## src/rtl/dpr_arb_pkg.sv

```systemverilog
// rtl/dpr_arb_pkg.sv - Grant encoding shared by the RAM port-2 arbiter and its bench-facing users
package dpr_arb_pkg;

    typedef enum logic [1:0] {
        GNT_NONE = 2'd0,
        GNT_CPU  = 2'd1,
        GNT_LD   = 2'd2,
        GNT_FILL = 2'd3
    } gnt_e;

endpackage

```

## src/rtl/dpr_fill.sv

```systemverilog
// rtl/dpr_fill.sv - Memory-fill engine: latches a fill command and steps address/count on each grant
module dpr_fill #(
    parameter int AW = 14
) (
    input  logic          clk,
    input  logic          resetn,
    input  logic          start,
    input  logic [AW-1:0] base,
    input  logic [AW:0]   n,
    input  logic [7:0]    val,
    input  logic          gnt,
    output logic          req,
    output logic [AW-1:0] a,
    output logic [7:0]    d,
    output logic          busy
);

    localparam logic [AW:0] CNT_ONE = {{AW{1'b0}}, 1'b1};

    logic [AW-1:0] a_q, a_d;
    logic [AW:0]   cnt_q, cnt_d;
    logic [7:0]    d_q, d_d;
    logic          busy_q, busy_d;

    // A new command is only accepted while idle; a zero count never starts.
    always_comb begin
        a_d    = a_q;
        cnt_d  = cnt_q;
        d_d    = d_q;
        busy_d = busy_q;
        if (busy_q) begin
            if (gnt) begin
                a_d    = a_q + 1'b1;
                cnt_d  = cnt_q - 1'b1;
                busy_d = (cnt_q != CNT_ONE);
            end
        end else if (start && (n != '0)) begin
            a_d    = base;
            cnt_d  = n;
            d_d    = val;
            busy_d = 1'b1;
        end
    end

    always_ff @(posedge clk) begin
        if (!resetn) begin
            a_q    <= '0;
            cnt_q  <= '0;
            d_q    <= '0;
            busy_q <= 1'b0;
        end else begin
            a_q    <= a_d;
            cnt_q  <= cnt_d;
            d_q    <= d_d;
            busy_q <= busy_d;
        end
    end

    assign req  = busy_q;
    assign a    = a_q;
    assign d    = d_q;
    assign busy = busy_q;

endmodule

```

## src/rtl/dpr_arb.sv

```systemverilog
// rtl/dpr_arb.sv - Port-2 arbiter for the dual-port RAM: CPU first, loader/fill round-robin
module dpr_arb
    import dpr_arb_pkg::*;
#(
    parameter  int KB = 16,
    localparam int AW = $clog2(KB * 1024)
) (
    input  logic          clock,
    input  logic          reset,
    input  logic          cpuReq,
    input  logic          cpuWe,
    input  logic [AW-1:0] cpuA,
    input  logic [7:0]    cpuD,
    output logic [7:0]    cpuQ,
    output logic          cpuAck,
    input  logic          ldReq,
    input  logic [AW-1:0] ldA,
    input  logic [7:0]    ldD,
    output logic          ldAck,
    input  logic          fillStart,
    input  logic [AW-1:0] fillA,
    input  logic [AW:0]   fillN,
    input  logic [7:0]    fillD,
    output logic          fillBusy,
    output logic [AW-1:0] ramA,
    output logic [7:0]    ramD,
    output logic          ramW,
    input  logic [7:0]    ramQ
);

    gnt_e          gnt;
    logic          cpu_el, ld_el;
    logic          fill_req, fill_busy;
    logic [AW-1:0] fill_a;
    logic [7:0]    fill_d;

    logic          cpu_ack_q, cpu_ack_d;
    logic          rd_p1_q, rd_p1_d;
    logic [7:0]    cpu_q_q, cpu_q_d;
    logic          ld_ack_q, ld_ack_d;
    logic          rr_fill_q, rr_fill_d;
    logic [AW-1:0] ram_a_q, ram_a_d;
    logic [7:0]    ram_d_q, ram_d_d;

    dpr_fill #(.AW(AW)) u_fill (
        .clk    (clock),
        .resetn (reset),
        .start  (fillStart),
        .base   (fillA),
        .n      (fillN),
        .val    (fillD),
        .gnt    (gnt == GNT_FILL),
        .req    (fill_req),
        .a      (fill_a),
        .d      (fill_d),
        .busy   (fill_busy)
    );

    // A source is ineligible from its grant through its ack cycle; the pipeline flops mark that window.
    always_comb begin
        cpu_el = cpuReq & ~cpu_ack_q & ~rd_p1_q;
        ld_el  = ldReq & ~ld_ack_q;
        gnt    = GNT_NONE;
        if (reset) begin
            if (cpu_el)                gnt = GNT_CPU;
            else if (ld_el && fill_req) gnt = rr_fill_q ? GNT_FILL : GNT_LD;
            else if (ld_el)            gnt = GNT_LD;
            else if (fill_req)         gnt = GNT_FILL;
        end

        ramA = ram_a_q;
        ramD = ram_d_q;
        ramW = 1'b0;
        case (gnt)
            GNT_CPU:  begin ramA = cpuA;   ramD = cpuD;   ramW = cpuWe; end
            GNT_LD:   begin ramA = ldA;    ramD = ldD;    ramW = 1'b1;  end
            GNT_FILL: begin ramA = fill_a; ramD = fill_d; ramW = 1'b1;  end
            default:  ;
        endcase

        cpu_ack_d = ((gnt == GNT_CPU) && cpuWe) | rd_p1_q;
        rd_p1_d   = (gnt == GNT_CPU) && !cpuWe;
        cpu_q_d   = rd_p1_q ? ramQ : cpu_q_q;
        ld_ack_d  = (gnt == GNT_LD);
        rr_fill_d = ((gnt == GNT_LD) || (gnt == GNT_FILL)) ? ~rr_fill_q : rr_fill_q;
        ram_a_d   = ramA;
        ram_d_d   = ramD;
    end

    always_ff @(posedge clock) begin
        if (!reset) begin
            cpu_ack_q <= 1'b0;
            rd_p1_q   <= 1'b0;
            cpu_q_q   <= 8'h00;
            ld_ack_q  <= 1'b0;
            rr_fill_q <= 1'b0;
            ram_a_q   <= '0;
            ram_d_q   <= 8'h00;
        end else begin
            cpu_ack_q <= cpu_ack_d;
            rd_p1_q   <= rd_p1_d;
            cpu_q_q   <= cpu_q_d;
            ld_ack_q  <= ld_ack_d;
            rr_fill_q <= rr_fill_d;
            ram_a_q   <= ram_a_d;
            ram_d_q   <= ram_d_d;
        end
    end

    assign cpuQ     = cpu_q_q;
    assign cpuAck   = cpu_ack_q;
    assign ldAck    = ld_ack_q;
    assign fillBusy = fill_busy;

endmodule

```

## config.mk

```make
export PLATFORM = sky130hd
export DESIGN_NAME = dpr_arb
export DESIGN_NICKNAME = d
export VERILOG_FILES = /design/src/rtl/dpr_arb_pkg.sv /design/src/rtl/dpr_fill.sv /design/src/rtl/dpr_arb.sv
export SDC_FILE = /design/constraint.sdc
export NUM_CORES = 1
export LEC_CHECK = 0
export CAP_MARGIN = 20
export CELL_PAD_IN_SITES_DETAIL_PLACEMENT = 1
export CELL_PAD_IN_SITES_GLOBAL_PLACEMENT = 1
export CORE_MARGIN = 1
export CORE_UTILIZATION = 34
export CTS_BUF_LIST = sky130_fd_sc_hd__clkbuf_8
export CTS_CLUSTER_SIZE = 10
export DETAILED_ROUTE_END_ITERATION = 7
export PLACE_DENSITY = 0.91
export SLEW_MARGIN = 10
export SYNTH_ARGS = -nofsm -noshare
export SYNTH_HDL_FRONTEND = slang
export SYNTH_SLANG_ARGS = --single-unit
```

## constraint.sdc

```tcl
create_clock -name clock -period 3 [get_ports clock]
set_clock_uncertainty 0.15 [all_clocks]
set_input_delay 0.3 -clock clock [delete_from_list [all_inputs] [get_ports clock]]
set_output_delay 0.3 -clock clock [all_outputs]
set_load 0.02 [all_outputs]
```

Word level (Yosys, flattened, before mapping)
Index checks and enable logic that the tools add are counted.

Flip-flop bits (word level): 72. Bits of input ports: 95.

$add $sub $neg: 2. Equal/unequal tests: 5. Mux-type cells: 18. Bitwise logic cells: 9. Reduce and logical (&&, ||, !) cells: 11.

Operators by type and width (count): two-way mux 15 bit (3); two-way mux 14 bit (3); case mux 14 bit (3 select lines) (1); case mux 8 bit (3 select lines) (1); != test 15 x 1 -> 1 bit, second input constant (1); nonzero test 15 bit (1); subtractor 15 x 1 -> 15 bit, second input constant (1); adder 14 x 1 -> 14 bit, second input constant (1); two-way mux 2 bit (5); inverter 1 bit (5); equality test 2 bit, second input constant (2); logical AND 1 bit (4); two-way mux 1 bit (4); AND reduction 2 bit (2); bitwise AND 1 bit (3); equality test 2 x 1 -> 1 bit, second input constant (1); != test 2 x 1 -> 1 bit, second input constant (1); case mux 1 bit (2 select lines) (1); nonzero test 2 bit (1); OR reduction 2 bit (1); zero test 1 bit (1); logical OR 1 bit (1); bitwise OR 1 bit (1).

Logic depth before layout (Yosys ltp)
Gate-level depths: netlist of the first run.

Depth in word-level cells: 9. Gate-level depth with buffers: 7. Mapped depth without buffers: 7.

Hierarchy
From an unflattened synthesis of the first run, not the netlist that was laid out.

Cells, all modules: 485. Area total of the unflattened synthesis: 4209.0 sq um.

By module, submodules not included: dpr_fill (times used 1, cells an instance 278, area each 2200.9 sq um); dpr_arb (times used 1, cells an instance 207, area each 2008.2 sq um).

Worst setup path after synthesis of the first run
OpenSTA, ideal clock, no wires.

Kind: flip-flop to output port. From: register cpu_ack_q (netlist: cpuAck). To: output port ramA[12]. Data arrival time: 2015 ps. Setup slack: 535 ps. Cell stages (with the launch flop): 8. Cell sequence: dfxtp_1 or3b_1 clkbuf_1 o21ai_1 nor3_1 buf_2 a2bb2oi_1 a21oi_1.

Word-level cells in the longest chain between the ends: 7. Elaborated cells on any way between the ends: 9.

Ends and longest elaborated chain: start, declared (line dpr_arb.sv:37) `logic cpu_ack_q, cpu_ack_d;`; start signal, assigned (line dpr_arb.sv:100) `cpu_ack_q <= cpu_ack_d;`; inverter 1 bit (*) (line dpr_arb.sv:61) `cpu_el = cpuReq & ~cpu_ack_q & ~rd_p1_q;`; bitwise AND 1 bit (*) (2 in a row) (line dpr_arb.sv:61); two-way mux 2 bit (*) (line dpr_arb.sv:65) `if (cpu_el) gnt = GNT_CPU;`; two-way mux 2 bit (*) (line dpr_arb.sv:64) `if (reset) begin`; equality test 2 bit or equality test 2 x 1 -> 1 bit (tied branches) (line dpr_arb.sv:74) `case (gnt)`; case mux 14 bit (3 select lines) (*) (line dpr_arb.sv:74); end, declared (line dpr_arb.sv:25) `output logic [AW-1:0] ramA,`.

Every way passes the cells marked *; elsewhere a longest branch is shown, timed or not.

Final worst setup path of the first run
From: input port ldReq. To: output port ramA[12].

Word-level cells in the longest chain between the ends: 7. Elaborated cells on any way between the ends: 10.

Ends and longest elaborated chain: start, declared (line dpr_arb.sv:16) `input logic ldReq,`; bitwise AND 1 bit (*) (line dpr_arb.sv:62) `ld_el = ldReq & ~ld_ack_q;`; two-way mux 2 bit or logical AND 1 bit (tied branches) (line dpr_arb.sv:67, dpr_arb.sv:66); two-way mux 2 bit (*) (line dpr_arb.sv:66) `else if (ld_el && fill_req) gnt = rr_fill_q ? GNT_FILL : GNT_LD;`; two-way mux 2 bit (*) (line dpr_arb.sv:65); two-way mux 2 bit (*) (line dpr_arb.sv:64); equality test 2 bit or equality test 2 x 1 -> 1 bit (tied branches) (line dpr_arb.sv:74); case mux 14 bit (3 select lines) (*) (line dpr_arb.sv:74).

Marked as above.

==> summary.md, run 1 <==
| Metric | Value |
|---|---|
| Status | `completed` |
| # clock sinks | `72` |
| Initial antenna violation count | `0` |
| Fmax | `341.5 MHz` |
| Avg Inst Size Synth | `7.891 µm²` |
| Number of diodes | `0` |
| Power Density | `492.6 nW/µm²` |
| CP startpoint kind | `input pin` |
| Nets | `716` |
| Final ANT Viol Nets | `0` |
| Layout fillers | `1,355` |
| Hold Crit Class | `register to register` |
| Synth Net Count | `584` |
| Die area | `11,710 µm²` |
| CTS clk-pin slew, worst paths | `80 ps` |
| Overflow after GRT | `0` |
| Final setup viols | `0` |
| Final Cycle Share | `0.9760` |
| Cell taking the most area after synthesis | `dfxtp_1` |
| Post-synth top flop | `dfxtp_1` |
| Area contributors post-synth | `dfxtp_1 38%, a21oi_1 8.4%, mux2i_1 7.3%` |
| Final WL | `15,120 µm` |
| DRC | `0` |
| Maximum level of the CTS H-tree | `3` |
| Total number of vias | `4,388` |
| Cells after Synth | `486` |
| Post-synth EDFFs | `0` |
| Synth Register Bits | `72` |
| Ports | `129` |
| R2R Setup Slk | `440 ps` |
| CP max stage cell | `clkdlybuf4s50_1` |
| Inserted Clock Buffers | `9` |
| Crit Path Max Fanout | `8` |
| Post-DR wirelength/cell | `19.82 µm` |
| FF/Latch Area | `1441 µm²` |
| Crit Path Category | `input pin to primary output` |
| Worst EP arrival | `2480 ps` |
| Via/cell ratio | `5.751` |
| Max-cap violations | `0` |
| Post-CTS Setup Inserts | `0` |
| Final hold vios | `0` |
| DRT iter0 DRCs | `263` |
| Worst hold margin | `316.4 ps` |
| Starting Density | `0.3507` |
| Die width | `108.2 µm` |
| Worst path cell trace | `clkdlybuf4s50_1, or3b_1, and2_0, buf_4, a21oi_1, a2bb2oi_1, a21oi_1, dlygate4sd2_1` |
| Peak VDD IR | `208.1 µV` |
| Largest net degree at the start of global routing | `43` |
| Footprint of the multi-input gates | `2276 µm²` |
| Cell row count | `38` |
| Post-synthesis async set-or-reset flop share | `0` |
| Data required time of the worst path | `2550 ps` |
| Post-synthesis cell type count | `53` |
| GPL Wtd Cong | `0.8804` |
| Global-route wire length before repair | `23,720 µm` |
| RSZ-0062 raised after global routing | `false` |
| Gr usage total | `0.2614` |
| CTS Buffer Depth | `2` |
| First-pass DRT Iterations | `5` |
| CP max stage delay | `470 ps` |
| CTS Root Cell | `clkbuf_8` |
| Die height | `108.2 µm` |
| CP Capture Type | `primary output` |
| Cell mode on critical path | `a21oi_1` |
| Count leader, synth | `dfxtp_1` |
| IO Port Bufs | `128` |
| Mapped Area | `3835 µm²` |
| Tmin final | `2928 ps` |
| Core area | `10,940 µm²` |
| Synth top area share | `0.3759` |
| Total power draw | `0.002776 W` |
| CTS tree | `built` |
| Area Growth Syn to Fin | `46.98%` |
| Layout cells sized above 1 | `0.1188` |
| Max_slew headroom | `0.4631` |
| DP HPWL | `10,700 µm` |
| Later-pin clock latency in the skew report | `350 ps` |
| Least-Margin Pin Slew | `803.7 ps` |
| Slew Limit Fails | `0` |
| Top post-synthesis cells by count | `72 x dfxtp_1, 64 x a21oi_1, 62 x nor2_1` |
| Synth Warn # | `0` |
| Vias in the first global route | `4,745` |
| Leakage power | `2.211 nW` |
| Post-synthesis sequential area ratio | `0.3759` |
-- metal layers --
metal  global-route usage  part of all wire
met2               0.4468              0.50
met3              0.05726             0.061
met1               0.3055              0.40
met5                    0                 0
met4               0.1350             0.035
-- registers in the layout, indices dropped and copies added (netlist names) --
| signal | count |
|---|---|
| u_fill.cnt_q | 15 |
| ram_a_q | 14 |
| u_fill.a | 14 |
| cpuQ | 8 |
| ram_d_q | 8 |
| u_fill.d | 8 |
| cpuAck | 1 |
| ldAck | 1 |
| rd_p1_q | 1 |
| rr_fill_q | 1 |
| u_fill.busy | 1 |
-- repair_timing --
item                       in CTS  in global routing
cloned                          0                  0
setup endpoints to repair      22                  7
hold buffers                    0                  0
hold endpoints to repair        0                  0
gates resized for setup        23                  9
-- cells in the final DEF, fill, tap and decap left out, drive strengths merged, types with 2 or more instances in the layout --
| cell | instances |
|---|---|
| a2bb2oi | 22 |
| and4 | 3 |
| o21a | 3 |
| or4 | 3 |
| mux2i | 28 |
| nor3 | 25 |
| o32ai | 4 |
| o22ai | 4 |
| o31ai | 3 |
| a211oi | 5 |
| nand2b | 3 |
| and3 | 2 |
| dfxtp | 72 |
| dlygate4sd2 | 20 |
| nand4 | 2 |
| nor2 | 62 |
| clkdlybuf4s50 | 106 |
| nor2b | 5 |
| inv | 9 |
| nand3 | 13 |
| xor2 | 4 |
| o221a | 2 |
| xnor2 | 2 |
| clkbuf | 10 |
| clkinvlp | 2 |
| ha | 3 |
| buf | 34 |
| a211o | 3 |
| o21ai | 30 |
| nor4 | 11 |
| nand2 | 40 |
| or3b | 3 |
| a21oi | 66 |
| a31oi | 3 |
| a22o | 2 |
-- critical path: cells and delay by family --
kind,cells,cell delay [ps]
buffers and inverters,3,1000
AND/OR/NAND/NOR,2,610
AO/OA/AOI/OAI,3,560
-- path summary, 6_finish.rpt --
kind,startpoint,endpoint,depth (start not counted)
hold reg to reg,ram_a_q[6]$_SDFF_PN0_,ram_a_q[6]$_SDFF_PN0_,2
setup / recovery,ldReq,ramA[12],8
setup reg to reg,cpuAck$_SDFF_PN0_,u_fill.a[7]$_SDFFE_PN0P_,7
hold / removal,ram_a_q[6]$_SDFF_PN0_,ram_a_q[6]$_SDFF_PN0_,2
-- logic make-up (layout without fill, tap and decap cells) --
group                    Yosys count  in the layout  share of synthesized area
AND/OR/NAND/NOR                  177            177                     0.2241
AO/OA/AOI/OAI                    155            155                     0.2558
flip-flops                        72             72                     0.3759
buffers and inverters             45            182                    0.04764
multiplexers                      28             28                    0.07308
XOR/XNOR                           6              6                    0.01370
adder cells (fa/ha/maj)            3              3                   0.009789
-- report_power, final --
| group | switching [W] | internal (W) | total, W |
|---|---|---|---|
| logic | 0.000483 | 0.000428 | 0.000911 |
| registers | 0.0000775 | 0.00104 | 0.00111 |
| clock network | 0.000435 | 0.000318 | 0.000752 |
| total | 0.000995 | 0.00178 | 0.00278 |
-- final cells by class --
| type | instances | area share |
|---|---|---|
| Multi-Input combinational cell | 369 | 0.4038 |
| Timing Repair Buffer | 162 | 0.2739 |
| Sequential cell | 72 | 0.2557 |
| Tap cell | 140 | 0.03108 |
| Clock buffer | 9 | 0.02198 |
| Clock inverter | 7 | 0.01088 |
| Inverter | 4 | 0.002664 |
-- through the flow --
step	area, µm²	worst slack [ps]	setup TNS, ps	cells	util
after global routing	5637	6.615	0	763	0.5154
after global placement	5439	-97.79	-761.0	747	0.4974
final	5637	71.91	0	763	0.5154
after detailed placement	5439	-244.9	-3194	747	0.4974
after CTS	5602	42.89	0	763	0.5122
after floorplan	3835	534.5	0	486	-
(Power assumes the default switching activity.)
==> run 2: changes to the inputs <==
--- a/config.mk
+++ b/config.mk
@@ -8,6 +8,7 @@
 export CAP_MARGIN = 20
 export CELL_PAD_IN_SITES_DETAIL_PLACEMENT = 1
 export CELL_PAD_IN_SITES_GLOBAL_PLACEMENT = 1
+export CORE_ASPECT_RATIO = 0.5
 export CORE_MARGIN = 1
 export CORE_UTILIZATION = 34
 export CTS_BUF_LIST = sky130_fd_sc_hd__clkbuf_8
==> run 2 against run 1 <==
Effect of this change:
- the run now ends with design-rule violations left
- clock power grew 14%
- wire length shrank 6.3%
- setup slack gained 5.8 ps
- first-iteration DRC count shrank 11%
- clock-buffer cell count is the same
- total power grew 2.7%
- global-route usage shrank 2.0 points
- die area grew 0.22%
- largest cell class unchanged
- highest routed layer unchanged
==> summary.md, run 2 (same netlist as run 1, synthesis figures left out) <==
| Metric | Value |
|---|---|
| Max_slew headroom | `0.5542` |
| Data required time of the worst path | `2550 ps` |
| Crit Path Category | `input pin to primary output` |
| CP Capture Type | `primary output` |
| Max-cap violations | `0` |
| Global-route wire length before repair | `22,580 µm` |
| Crit Path Max Fanout | `5` |
| Die area | `11,730 µm²` |
| Sum Neg Setup Slack | `0 ps` |
| CTS Root Cell | `clkbuf_8` |
| Vias in the first global route | `4,574` |
| Most flop-heavy register | `u_fill.cnt_q` |
| Later-pin clock latency in the skew report | `370 ps` |
| CTS clk-pin slew, worst paths | `80 ps` |
| Final ANT Viol Nets | `0` |
| GPL Wtd Cong | `0.8076` |
| Hold Crit Class | `register to register` |
| CP startpoint kind | `input pin` |
| Most frequent cells in the layout | `106 x clkdlybuf4s50_1, 72 x dfxtp_1, 63 x a21oi_1, 62 x nor2_1, 40 x nand2_1` |
| Worst setup margin | `77.71 ps` |
| Leakage power | `2.262 nW` |
| Post-DR wirelength/cell | `18.60 µm` |
| Gr usage total | `0.2410` |
| Final setup viols | `0` |
| Least-Margin Pin Slew | `667.7 ps` |
| Inserted Clock Buffers | `9` |
| Area Growth Syn to Fin | `46.69%` |
| Worst hold margin | `318.2 ps` |
| Power Density | `506.7 nW/µm²` |
| DRT iter0 DRCs | `235` |
| FF/Latch Area | `1441 µm²` |
| CTS Buffer Depth | `2` |
| Starting Density | `0.3627` |
| Nets | `716` |
| Tmin final | `2922 ps` |
| Overflow after GRT | `0` |
| CP max stage cell | `clkdlybuf4s50_1` |
| Final Cycle Share | `0.9741` |
| Worst EP arrival | `2470 ps` |
| Worst Path Buf+Inv | `4` |
| Ports | `129` |
| Core area | `10,570 µm²` |
| Layout cells sized above 1 | `0.1206` |
| CP max stage delay | `470 ps` |
| Number of diodes | `0` |
| Max FFs per register | `15` |
| # clock sinks | `72` |
| Fmax | `342.2 MHz` |
| IO Port Bufs | `128` |
| Total number of vias | `4,269` |
| Failing checks | `design-rule violations` |
| Layout fillers | `1,264` |
| Maximum level of the CTS H-tree | `3` |
| CP top delay family | `buffers and inverters` |
| Cell row count | `26` |
| Final hold vios | `0` |
| Die width | `152.2 µm` |
| Via/cell ratio | `5.602` |
| Dpl ws | `-164.3 ps` |
| Peak VDD IR | `227.6 µV` |
| Slew Limit Fails | `0` |
| Core Util, Final | `0.5321` |
| Footprint of the multi-input gates | `2242 µm²` |
| Status | `complete, but fails checks` |
| Final WL | `14,170 µm` |
| Largest net degree at the start of global routing | `44` |
| Worst path cell trace | `clkdlybuf4s50_1, or3b_1, and2_1, nor3_2, buf_4, buf_4, a2bb2oi_1, a21oi_1, clkdlybuf4s15_1` |
| DRC | `3` |
| Die height | `77.10 µm` |
| Commonest non-fill, non-tap cell in the layout | `clkdlybuf4s50_1` |
| Cell mode on critical path | `buf_4` |
| DP HPWL | `9866 µm` |
| Initial antenna violation count | `0` |
| CTS tree | `built` |
| First-pass DRT Iterations | `6` |
==> run 2: power by group <==
group | internal (W) | switching, W | total, W | leakage (nW)
clock | 0.000460 | 0.000398 | 0.000858 | 0.101
combinational | 0.000422 | 0.000464 | 0.000886 | 1.57
sequential | 0.00104 | 0.0000712 | 0.00111 | 0.592
total | 0.00192 | 0.000933 | 0.00285 | 2.26
==> run 2: area by class of cell <==
class | instances | area share
clock inverter | 6 | 0.01512
sequential | 72 | 0.2562
inverter | 4 | 0.002669
clock buffer | 9 | 0.02202
multi-input combinational | 369 | 0.3986
timing repair buffer | 162 | 0.2742
tap | 140 | 0.03114
==> run 2: tightest hold or removal path, stage by stage (launching register included) <==
cell	delay [ps]
dfxtp_1	300
nand2_1	70
a21oi_1	60
==> run 2: path summary, 6_finish.rpt <==
path                                from                            to  slack (ps)  cells after the start
hold / removal     ram_a_q[1]$_SDFF_PN0_         ram_a_q[1]$_SDFF_PN0_         320                      2
setup / recovery                   ldReq                       ramA[7]          80                      9
setup reg to reg  u_fill.busy$_SDFF_PN0_  u_fill.cnt_q[0]$_SDFFE_PN0P_         570                      7
hold reg to reg    ram_a_q[1]$_SDFF_PN0_         ram_a_q[1]$_SDFF_PN0_         320                      2
==> run 2: repair_timing <==
item,4_1_cts,5_1_grt
setup endpoints to repair,16,14
resized for setup,25,20
hold buffers,0,0
pin swaps,0,2
setup buffers,1,2
==> run 2: stage by stage <==
stage,std cells,total power [W],instance area (µm²)
floorplan,486,0.001609,3835
global placement,744,0.001981,5404
detailed placement,744,0.002020,5404
CTS,760,0.002860,5615
global route,762,0.002976,5625
finish,762,0.002851,5625
==> run 2: per-layer routing <==
metal	vias to the layer above	part of all wire	track usage	wire (µm)
met3	23	0.047	0.06049	672
met1	2107	0.43	0.2779	6033
met2	108	0.50	0.4304	7141
li1	2031	-	-	-
met5	-	0	0	0
met4	0	0.023	0.09490	325
==> run 3: changes to the inputs <==
--- a/config.mk
+++ b/config.mk
@@ -14,6 +14,7 @@
 export CTS_BUF_LIST = sky130_fd_sc_hd__clkbuf_8
 export CTS_CLUSTER_SIZE = 10
 export DETAILED_ROUTE_END_ITERATION = 7
+export HOLD_SLACK_MARGIN = 0.03
 export PLACE_DENSITY = 0.91
 export SLEW_MARGIN = 10
 export SYNTH_ARGS = -nofsm -noshare
==> results of run 3 <==
No change in the layout: final DEF, timing and power equal those of run 2.
